--- src/rtl/seven_seg_scan_driver.sv ---
// Time-multiplexed seven-segment scan driver with per-frame shadow latching,
// hex font decode, blanking, blink and decimal points. Outputs are active-low.
module seven_seg_scan_driver #(
    parameter int unsigned NUM_DIGITS  = 4,
    parameter int unsigned REFRESH_DIV = 100000,
    parameter int unsigned DEAD_CYCLES = 2,
    parameter int unsigned BLINK_DIV   = 250
) (
    input  logic                    clk,
    input  logic                    reset,
    input  logic [4*NUM_DIGITS-1:0] digits_in,
    input  logic [NUM_DIGITS-1:0]   dp_in,
    input  logic [NUM_DIGITS-1:0]   blank_in,
    input  logic [NUM_DIGITS-1:0]   blink_in,
    output logic [6:0]              segments,
    output logic                    dp,
    output logic [NUM_DIGITS-1:0]   anode_active,
    output logic                    frame_done
);

    localparam int unsigned PW = (REFRESH_DIV > 1) ? $clog2(REFRESH_DIV) : 1;
    localparam int unsigned SW = (NUM_DIGITS > 1) ? $clog2(NUM_DIGITS) : 1;
    localparam int unsigned FW = (BLINK_DIV > 1) ? $clog2(BLINK_DIV) : 1;

    logic [PW-1:0]           prescaler_q, prescaler_d;
    logic [SW-1:0]           scan_idx_q, scan_idx_d;
    logic [FW-1:0]           frame_cnt_q, frame_cnt_d;
    logic                    blink_phase_q, blink_phase_d;
    logic [4*NUM_DIGITS-1:0] sh_digits_q, sh_digits_d;
    logic [NUM_DIGITS-1:0]   sh_dp_q, sh_dp_d;
    logic [NUM_DIGITS-1:0]   sh_blank_q, sh_blank_d;
    logic [NUM_DIGITS-1:0]   sh_blink_q, sh_blink_d;
    logic [6:0]              segments_q, segments_d;
    logic                    dp_q, dp_d;
    logic [NUM_DIGITS-1:0]   anode_q, anode_d;
    logic                    frame_done_q, frame_done_d;

    logic       slot_tick;
    logic       frame_boundary;
    logic       digit_dark;
    logic [3:0] cur_nibble;
    logic [6:0] font_seg;

    assign slot_tick      = (prescaler_q == PW'(REFRESH_DIV - 1));
    assign frame_boundary = slot_tick && (scan_idx_q == SW'(NUM_DIGITS - 1));

    // Counters and the once-per-frame shadow capture.
    always_comb begin
        prescaler_d   = slot_tick ? '0 : prescaler_q + PW'(1);
        scan_idx_d    = scan_idx_q;
        frame_cnt_d   = frame_cnt_q;
        blink_phase_d = blink_phase_q;
        sh_digits_d   = sh_digits_q;
        sh_dp_d       = sh_dp_q;
        sh_blank_d    = sh_blank_q;
        sh_blink_d    = sh_blink_q;
        if (slot_tick) begin
            scan_idx_d = frame_boundary ? '0 : scan_idx_q + SW'(1);
        end
        if (frame_boundary) begin
            sh_digits_d = digits_in;
            sh_dp_d     = dp_in;
            sh_blank_d  = blank_in;
            sh_blink_d  = blink_in;
            if (frame_cnt_q == FW'(BLINK_DIV - 1)) begin
                frame_cnt_d   = '0;
                blink_phase_d = ~blink_phase_q;
            end else begin
                frame_cnt_d = frame_cnt_q + FW'(1);
            end
        end
    end

    always_comb begin
        cur_nibble = sh_digits_q[4*int'(scan_idx_q) +: 4];
        unique case (cur_nibble)
            4'h0: font_seg = 7'h01;
            4'h1: font_seg = 7'h4F;
            4'h2: font_seg = 7'h12;
            4'h3: font_seg = 7'h06;
            4'h4: font_seg = 7'h4C;
            4'h5: font_seg = 7'h24;
            4'h6: font_seg = 7'h20;
            4'h7: font_seg = 7'h0F;
            4'h8: font_seg = 7'h00;
            4'h9: font_seg = 7'h04;
            4'hA: font_seg = 7'h08;
            4'hB: font_seg = 7'h60;
            4'hC: font_seg = 7'h31;
            4'hD: font_seg = 7'h42;
            4'hE: font_seg = 7'h30;
            default: font_seg = 7'h38;
        endcase
    end

    // Dead time at the start of each slot keeps the previous digit from ghosting.
    always_comb begin
        digit_dark   = sh_blank_q[scan_idx_q] || (sh_blink_q[scan_idx_q] && blink_phase_q);
        segments_d   = 7'h7F;
        dp_d         = 1'b1;
        anode_d      = '1;
        frame_done_d = frame_boundary;
        if ((32'(prescaler_q) >= DEAD_CYCLES) && !digit_dark) begin
            anode_d[scan_idx_q] = 1'b0;
            segments_d          = font_seg;
            dp_d                = ~sh_dp_q[scan_idx_q];
        end
    end

    always_ff @(posedge clk) begin
        if (reset) begin
            prescaler_q   <= '0;
            scan_idx_q    <= '0;
            frame_cnt_q   <= '0;
            blink_phase_q <= 1'b0;
            sh_digits_q   <= '0;
            sh_dp_q       <= '0;
            sh_blank_q    <= '1;
            sh_blink_q    <= '0;
            segments_q    <= 7'h7F;
            dp_q          <= 1'b1;
            anode_q       <= '1;
            frame_done_q  <= 1'b0;
        end else begin
            prescaler_q   <= prescaler_d;
            scan_idx_q    <= scan_idx_d;
            frame_cnt_q   <= frame_cnt_d;
            blink_phase_q <= blink_phase_d;
            sh_digits_q   <= sh_digits_d;
            sh_dp_q       <= sh_dp_d;
            sh_blank_q    <= sh_blank_d;
            sh_blink_q    <= sh_blink_d;
            segments_q    <= segments_d;
            dp_q          <= dp_d;
            anode_q       <= anode_d;
            frame_done_q  <= frame_done_d;
        end
    end

    assign segments     = segments_q;
    assign dp           = dp_q;
    assign anode_active = anode_q;
    assign frame_done   = frame_done_q;

endmodule
--- config.mk ---
export PLATFORM = sky130hd
export DESIGN_NAME = seven_seg_scan_driver
export DESIGN_NICKNAME = d
export VERILOG_FILES = /design/src/rtl/seven_seg_scan_driver.sv
export SDC_FILE = /design/constraint.sdc
export NUM_CORES = 1
export LEC_CHECK = 0
export BUFFER_PORTS_ARGS = -buffer_cell sky130_fd_sc_hd__buf_4
export CORE_MARGIN = 2
export CORE_UTILIZATION = 30
export DETAILED_ROUTE_END_ITERATION = 16
export PLACE_DENSITY = 0.56
export SLEW_MARGIN = 20
export SYNTH_ARGS = -nofsm -noshare
export SYNTH_HDL_FRONTEND = slang
export SYNTH_SLANG_ARGS = --single-unit
--- constraint.sdc ---
create_clock -name clk -period 2.7 [get_ports clk]
set_input_delay 0.54 -clock clk [delete_from_list [all_inputs] [get_ports clk]]
set_output_delay 0.54 -clock clk [all_outputs]
set_load 0.005 [all_outputs]
* Yosys cells after proc, flatten, opt, wreduce, memory -nomap -nowiden *
Memories as Yosys holds them, arrays and structs flattened. A register that Yosys moved wholly into a read port is not among the register bits.
Index checks and enable logic that the tools add are counted.
Widths: inputs -> output; s select.

word-level totals
  bits in registers = 62
  bits in latches = 0
  memory bits (writable) = 0
  bits in read-only memories = 112
  word-level logic and storage cells = 45
  memories kept = 1

memories
  name              depth  bits a word  rd ports  clocked after memory_dff  write ports  RTL line  text
  (name not given)  16     7            1         1                         0            76        unique case (cur_nibble)

cells by class
  $add $sub $neg = 3
  multiply operators = 0
  div/mod/pow operators = 0
  magnitude comparators = 3
  equality and inequality tests = 3
  shift-type cells = 1
  mux-type cells = 10
  bitwise gates (word level) = 4
  reductions and logical operators = 9

operators with widths
  operator               count
  $add 17x1->17 const B  1
  $eq 17x17->1 const B   1
  $ge 17x2->1 const B    1
  $shiftx 16x5->4        1
  $add 8x1->8 const B    1
  $eq 8x8->1 const B     1
  $mux 8                 1
  $bmux 1 s2             3
  $logic_and 1x1->1      4
  $mux 1                 4
  $not 4->4              1
  $reduce_or 2->1        2
  $lt 2x3->1 const B     1
  $not 1->1              3
  $add 2x1->2 const B    1
  $demux 1 s2            1
  $eq 2x2->1 const B     1
  $ge 2x1->1 const B     1
  $mux 2                 1
  $reduce_and 2->1       1
  $logic_not 1->1        1
  $logic_or 1x1->1       1

* Depth between registers and ports, before layout *
Gate-level depths: netlist of run 1.

  word-level depth = 8
  mapped depth = 9
  mapped depth without buffers = 6

* Worst setup path before layout of run 1 *
No wires, ideal clock.

  path kind = register to register
  from = reg scan_idx_q[0]
  to = reg segments_q[6] (netlist: segments[6])
  data arrival time = 2.063 ns
  required time = 2.578 ns
  slack = 0.514 ns
  cell stages (with the launch flop) = 7
  period minus slack after synthesis = 2.186 ns
  path through = dfxtp_1 -> buf_6 -> mux4_2 -> ha_1 -> or3b_2 -> o31ai_1 -> o31ai_1

on the way
  cells in the longest elaborated chain, start to end = 8
  elaborated cells on any way between the ends = 11

RTL lines
  what                          RTL line  text
  start: declaration            26        logic [SW-1:0] scan_idx_q, scan_idx_d;
  start signal: assignment      126       scan_idx_q <= scan_idx_d;
  $bmux 1 s2                    98        digit_dark = sh_blank_q[scan_idx_q] || (sh_blink_q[scan_idx_q] && blink_phase_q);
  $mux 1 (not written as such)  98
  $logic_and 1x1->1             98
  $logic_or 1x1->1              98
  $logic_not 1->1               103       if ((32'(prescaler_q) >= DEAD_CYCLES) && !digit_dark) begin
  $logic_and 1x1->1             103
  $not 1->1 (no line)           n/a
  $reduce_or 2->1 (no line)     n/a
  end: declaration              33        logic [6:0] segments_q, segments_d;

Several ways; a longest one is shown, not always the timed one. The select of a mux whose other input is x is not followed.
A chain may end at the register's enable or synchronous reset.

* Worst setup path in the final report of run 1 *
  from = reg prescaler_q[0]
  to = reg sh_digits_q[3]

on the way
  cells in the longest elaborated chain, start to end = 2

RTL lines
  what                      RTL line  text
  start: declaration        25        logic [PW-1:0] prescaler_q, prescaler_d;
  start signal: assignment  125       prescaler_q <= prescaler_d;
  $eq 17x17->1              44        assign slot_tick = (prescaler_q == PW'(REFRESH_DIV - 1));
  $logic_and 1x1->1         45        assign frame_boundary = slot_tick && (scan_idx_q == SW'(NUM_DIGITS - 1));
  end signal: assignment    129       sh_digits_q <= sh_digits_d;
  end: declaration          29        logic [4*NUM_DIGITS-1:0] sh_digits_q, sh_digits_d;

Every way passes these cells.

==> summary.md, run 1 <==
| Metric | Value |
|---|---|
| Simple-gate portion of the synthesized area | `20.5%` |
| Clock Latency Late Sink | `320 ps` |
| Initial core utilization | `30.5%` |
| # rows | `39` |
| Switching Power | `0.445 mW` |
| Root Driver | `clkbuf_16` |
| Wire length per cell | `15.4 um` |
| Final setup viols | `0` |
| Syn_nets | `417` |
| Main flop type after synthesis | `dfxtp_1` |
| DR WL met3 | `226 um` |
| Count of input and output buffers | `42` |
| Num CTS Buffers | `9` |
| Synth warn | `0` |
| Power share of the clock group | `49.2%` |
| Multi-input gate area | `0.00188 mm^2` |
| Fmax | `441 MHz` |
| Pleak | `1.40 nW` |
| Vias in the first global route | `2874` |
| Cells after synthesis | `373` |
| Total global routing overflow | `0` |
| CTS H-tree lvls | `3` |
| GRT Util Overall | `14.0%` |
| Netlist Area Pre-Place | `0.00345 mm^2` |
| Period utilization | `84.0%` |
| CORE AREA | `0.0113 mm^2` |
| # IOs | `43` |
| Fin. Hold Viols | `0` |
| CP max FO | `27` |
| Final WL | `8510 um` |
| Hold-fix buffers, CTS | `0` |
| Critical path class | `reg -> reg` |
| Met1 wire length | `4070 um` |
| Via count | `2942` |
| R2r startpoint | `prescaler_q[0]$_SDFF_PP0_` |
| Status | `completed` |
| Fin util | `36.7%` |
| Worst vdd ir | `0.283 mV` |
| Largest family of logic cells by synthesized area | `simple AND/OR/NAND/NOR gates` |
| Slew HR | `54.3%` |
| Pwr dens | `521 mW/mm^2` |
| Chip height | `111 um` |
| Largest net degree at the start of global routing | `43` |
| Postcts setup bufs | `0` |
| Clk slew on worst S/H paths | `50 ps` |
| CTS tree | `yes` |
| Register Area | `0.00138 mm^2` |
| Synth Area in XOR/XNOR | `2.79%` |
| Die area | `0.0124 mm^2` |
| Number of flops mapped to enable cells by yosys | `0` |
| Clock buffer depth | `2` |
| Die Wd | `111 um` |
| Routed vias/inst | `5.32` |
| Setup WS pre-CTS | `496 ps` |
| Post-synthesis mux area share | `8.16%` |
| Wire length on met2 | `4070 um` |
| Setup ws final | `433 ps` |
| First-pass GRT wire length | `14200 um` |
| Worst-margin pin slew | `686 ps` |
| Final setup TNS | `0 ps` |
| Crit path required time | `2890 ps` |
| Fill count | `1156` |
| Startpoint types | `flop` |
| Post-CTS Resized | `0` |
| Max-Cap Viols | `0` |
| Antenna violations before repair | `0` |
| Synth Area in Adders | `5.08%` |
| Post-synthesis cell type count | `47` |
| Nets | `451` |
| Min-delay src | `sh_digits_q[0]$_SDFFE_PP0P_` |
| CTS Sinks | `69` |
| Post-synth ARST share | `0%` |
| Routability congestion estimate | `0.752` |
| Register area share after synthesis | `40.0%` |
| Min cycle time layout | `2270 ps` |
| Syn_area_per_cell | `9.25 um^2` |
| Fin Clk Skew | `5.29 ps` |
| ANT cells | `0` |
| RSZ-0062 raised after global routing | `no` |
| Iteration-0 DRC Markers | `173` |
| CP Capture Type | `flop` |
| HPWL after DPL | `5820 um` |
| Worst hold path class | `reg -> reg` |
| Flops & latches, synth | `69` |
| Top sig layer | `met4` |
| Crit path DAT | `2460 ps` |
| CP Launch Point | `prescaler_q[0]$_SDFF_PP0_` |
| DRC viols | `0` |
| Area growth syn-to-layout | `20.3%` |
| DRT Pass-1 Iters | `5` |
| Synth Area in Compound Gates | `17.9%` |
| Combinational Power Share | `3.2%` |
| Antenna Nets Post-Route | `0` |
| Int Pwr | `1.72 mW` |
| Part of the power in registers | `47.6%` |
| Fraction of layout cells with a size suffix above 1 | `21.5%` |
| Switch share | `20.6%` |
| Slew Limit Fails | `0` |
## sequential cells by signal, indices dropped and copies added (netlist names)
signal,flops
anode_active,4
blink_phase_q,1
dp,1
frame_cnt_q,8
frame_done,1
prescaler_q,17
scan_idx_q,2
segments,7
sh_blank_q,4
sh_blink_q,4
sh_digits_q,16
sh_dp_q,4
## cell type report
| type | count | share of cell area (%) |
|---|---|---|
| well taps | 143 | 4.31 |
| clock buffers | 12 | 6.18 |
| multi-input cells | 263 | 45.3 |
| flip-flops and latches | 69 | 33.3 |
| inverters | 10 | 0.904 |
| repair buffers | 54 | 9.77 |
| clock inverters | 2 | 0.241 |
## cell families (layout without fill, tap and decap cells)
| group | Yosys count | after routing |
|---|---|---|
| flops | 69 | 69 |
| simple gates | 123 | 123 |
| fa+ha+maj | 14 | 14 |
| buf+inv | 41 | 78 |
| mux | 19 | 19 |
| compound gates | 96 | 96 |
| xor+xnor | 11 | 11 |
## through the flow
stage               std cells  area, um^2  total power, mW  hold WS (ps)
finish                    553        4150             2.16           466
floorplan                 373        3450             1.08           445
global placement          539        3880             1.12           453
CTS                       553        4150             2.20           469
global route              553        4150             2.24           486
detailed placement        539        3880             1.12           461
## Yosys cell counts, drive strengths merged, types with 5 or more instances
master,instances,area [um^2]
o21ai,10,53.8
a21oi,40,200
nand2,17,63.8
inv,10,37.5
dfxtp,69,1380
buf,14,87.6
mux4,7,158
o31ai,34,260
ha,14,175
nor2,22,82.6
xor2,7,61.3
mux2i,9,90.1
a211oi,5,37.5
nor3,5,41.3
nand4,37,231
or4,6,45.0
or3,6,37.5
nand3,9,50.1
clkbuf,17,63.8
## routing by layer
layer | vias up | track usage [%]
met2 | 40 | 23.2
li1 | 1479 | -
met4 | 0 | 4.77
met3 | 12 | 2.95
met1 | 1411 | 18.2
met5 | - | 0
## path summary, 6_finish.rpt
check	cells past startpoint	endpoint	slack, ps
max	6	sh_digits_q[3]$_SDFFE_PP0P_	430
min	2	sh_digits_q[0]$_SDFFE_PP0P_	470
max reg2reg	6	sh_digits_q[3]$_SDFFE_PP0P_	430
min reg2reg	2	sh_digits_q[0]$_SDFFE_PP0P_	470
## power by group through the flow
stage / clock [mW] / combinational (mW) / sequential, mW
floorplan: 0 / 0.0266 / 1.05
global placement: 0 / 0.0697 / 1.05
detailed placement: 0 / 0.0700 / 1.05
CTS: 1.10 / 0.0704 / 1.03
global route: 1.13 / 0.0766 / 1.03
finish: 1.06 / 0.0692 / 1.03
## critical path, stage by stage (launching register included)
cell     delay [ps]
dfxtp_1         450
ha_1            230
nand4_1         120
or3_1           630
buf_4           360
o31ai_1         250
a21oi_1         100
## placed cells by master (no fill, tap or decap), types with 8 or more instances in the layout
master / Yosys / routed
inv_1: 9 / 9
nor2_1: 22 / 22
clkbuf_16: 0 / 9
a21oi_1: 40 / 40
nand2_1: 17 / 17
dfxtp_1: 69 / 69
o31ai_1: 33 / 33
buf_4: 1 / 54
nand4_1: 37 / 37
nand3_1: 8 / 8
mux2i_1: 9 / 9
ha_1: 14 / 14
o21ai_0: 8 / 8
(Power assumes the default switching activity.)
==> run 2: changes to the inputs <==
- PLACE_DENSITY: 0.56 -> 0.57
- clock period: 2.7 -> 2.05 ns (I/O delays scaled with it)
==> run 2 against run 1 <==
  * Register-to-register slack worse by 340 ps
  * Utilization is 1.2 points higher
  * Clock skew is 4.7 ps higher
  * Clock-buffer cell count is 2 lower
  * Critical path type unchanged
==> summary.md, run 2 (synthesized netlist as in run 1, its figures left out) <==
| Metric | Value |
|---|---|
| Status | `completed (unchanged)` |
| Hold-fix buffers, CTS | `0 (unchanged)` |
| Total global routing overflow | `0 (unchanged)` |
| CTS tree | `yes (unchanged)` |
| Min-delay src | `digits_in[13] (was sh_digits_q[0]$_SDFFE_PP0P_)` |
| Nets | `461 (was 451)` |
| Count of input and output buffers | `42 (unchanged)` |
| First-pass GRT wire length | `13800 um (was 14200 um)` |
| Vias in the first global route | `2860 (was 2874)` |
| Max FFs per register | `17 (unchanged)` |
| Crit path to | `segments[6]$_SDFF_PP1_ (was sh_digits_q[3]$_SDFFE_PP0P_)` |
| Pleak | `1.46 nW (was 1.40 nW)` |
| Max-Cap Viols | `0 (unchanged)` |
| FF-to-FF setup slack | `100 ps (was 430 ps)` |
| DRC viols | `0 (unchanged)` |
| Startpoint types | `flop (unchanged)` |
| Worst-margin pin slew | `398 ps (was 686 ps)` |
| Pwr dens | `682 mW/mm^2 (was 521 mW/mm^2)` |
| Fmax | `512 MHz (was 441 MHz)` |
| Num CTS Buffers | `9 (unchanged)` |
| Root Driver | `clkbuf_16 (unchanged)` |
| R2R cell count | `5 (was 6)` |
| Slew HR | `73.2% (was 54.3%)` |
| ANT cells | `0 (unchanged)` |
| GRT Util Overall | `13.7% (was 14.0%)` |
| Critical path class | `reg -> reg (unchanged)` |
| CP Capture Type | `flop (unchanged)` |
| Wire length per cell | `14.7 um (was 15.4 um)` |
| CP Launch Point | `scan_idx_q[0]$_SDFFE_PP0P_ (was prescaler_q[0]$_SDFF_PP0_)` |
| Clock Latency Late Sink | `330 ps (was 320 ps)` |
| Final setup TNS | `0 ps (unchanged)` |
| DRT Pass-1 Iters | `4 (was 5)` |
| Final setup viols | `0 (unchanged)` |
| Crit path required time | `2250 ps (was 2890 ps)` |
| Largest Register | `prescaler_q (unchanged)` |
| Finished Layout Cells | `565 (was 553)` |
| Clk slew on worst S/H paths | `60 ps (was 50 ps)` |
| R2r startpoint | `scan_idx_q[0]$_SDFFE_PP0P_ (was prescaler_q[0]$_SDFF_PP0_)` |
| Crit path DAT | `2160 ps (was 2460 ps)` |
| Routability congestion estimate | `0.790 (was 0.752)` |
| Worst vdd ir | `0.378 mV (was 0.283 mV)` |
| Clock buffer depth | `2 (unchanged)` |
| # IOs | `43 (unchanged)` |
| Chip height | `111 um (unchanged)` |
| Antenna violations before repair | `0 (unchanged)` |
| Antenna Nets Post-Route | `0 (unchanged)` |
| Iteration-0 DRC Markers | `181 (was 173)` |
| Setup WS pre-CTS | `16.7 ps (was 496 ps)` |
| Fin util | `37.9% (was 36.7%)` |
| Worst hold path class | `in -> reg (was reg -> reg)` |
| # rows | `39 (unchanged)` |
| Period utilization | `95.3% (was 84.0%)` |
| Routed vias/inst | `5.31 (was 5.32)` |
| Inst Count DP | `546 (was 539)` |
| Die Wd | `111 um (unchanged)` |
| HPWL after DPL | `5810 um (was 5820 um)` |
| Most common cell after layout, fill and taps aside | `dfxtp_1 (unchanged)` |
| RSZ-0062 raised after global routing | `no (unchanged)` |
| Min cycle time layout | `1950 ps (was 2270 ps)` |
| Biggest registers after layout | `prescaler_q: 17 flops, sh_digits_q: 16 flops, frame_cnt_q: 8 flops (unchanged)` |
| CP max FO | `7 (was 27)` |
| Slew Limit Fails | `0 (unchanged)` |
| Setup ws final | `95.9 ps (was 433 ps)` |
| Initial core utilization | `30.5% (unchanged)` |
| Final WL | `8300 um (was 8510 um)` |
| Area growth syn-to-layout | `24.2% (was 20.3%)` |
| Fin Clk Skew | `10.0 ps (was 5.29 ps)` |
| Via count | `3002 (was 2942)` |
| R2r endpoint | `segments[6]$_SDFF_PP1_ (was sh_digits_q[3]$_SDFFE_PP0P_)` |
| CORE AREA | `0.0113 mm^2 (unchanged)` |
| Commonest non-fill, non-tap cells in the layout | `dfxtp_1, buf_4, a21oi_1 (unchanged)` |
| Fraction of layout cells with a size suffix above 1 | `24.9% (was 21.5%)` |
| Die area | `0.0124 mm^2 (unchanged)` |
| Fin. Hold Viols | `0 (unchanged)` |
| CTS Sinks | `69 (unchanged)` |
| Largest net degree at the start of global routing | `46 (was 43)` |
| Tot Pwr | `2.92 mW (was 2.16 mW)` |
| CTS H-tree lvls | `3 (unchanged)` |
==> run 2: worst min-delay path by stage <==
stage,slack (ps),to,depth (start not counted)
4_1_cts,330,sh_digits_q[13]$_SDFFE_PP0P_,3
2_1_floorplan,450,sh_blink_q[2]$_SDFFE_PP0P_,2
3_5_place_dp,460,sh_digits_q[4]$_SDFFE_PP0P_,2
5_1_grt,350,sh_digits_q[8]$_SDFFE_PP0P_,3
6_report,330,sh_digits_q[13]$_SDFFE_PP0P_,3
3_3_place_gp,460,sh_blink_q[3]$_SDFFE_PP0P_,2
==> run 2: per-stage QoR <==
stage,hold WS [ps],cell area [um^2]
floorplan,445,3460
global placement,459,3970
detailed placement,460,3970
CTS,328,4250
global route,346,4290
finish,334,4290
==> run 2: report_power, final <==
part | total, mW | internal (mW) | switching [mW] | leakage, nW
Clock | 1.47 | 0.860 | 0.609 | 0.140
Sequential | 1.35 | 1.34 | 0.00301 | 0.558
Combinational | 0.108 | 0.0574 | 0.0502 | 0.762
==> run 2: cell type report <==
type,instances,area (um^2)
fillers,1163,7030
multi-input cells,263,1890
flip-flops and latches,69,1390
repair buffers,64,505
clock buffers,10,239
well taps,143,179
clock inverters,6,45.0
inverters,10,37.5
==> run 2: critical path, stage by stage (launching register included) <==
cell,delay [ps]
dfxtp_4,390
mux4_2,600
ha_4,210
or3b_2,450
o31ai_1,80
o31ai_1,100
==> run 2: metal layers <==
layer | GRT usage (%) | wire length [um] | vias up
li1 | - | - | 1501
met1 | 17.6 | 3830 | 1431
met2 | 22.2 | 3980 | 58
met3 | 3.17 | 337 | 12
met4 | 5.60 | 155 | 0
met5 | 0 | 0 | -
==> run 2: repair_timing <==
| item | 4_1_cts | 5_1_grt |
|---|---|---|
| setup endpoints to repair | 0 | 5 |
| gates resized for setup | 0 | 3 |
| buffers inserted | 0 | 3 |
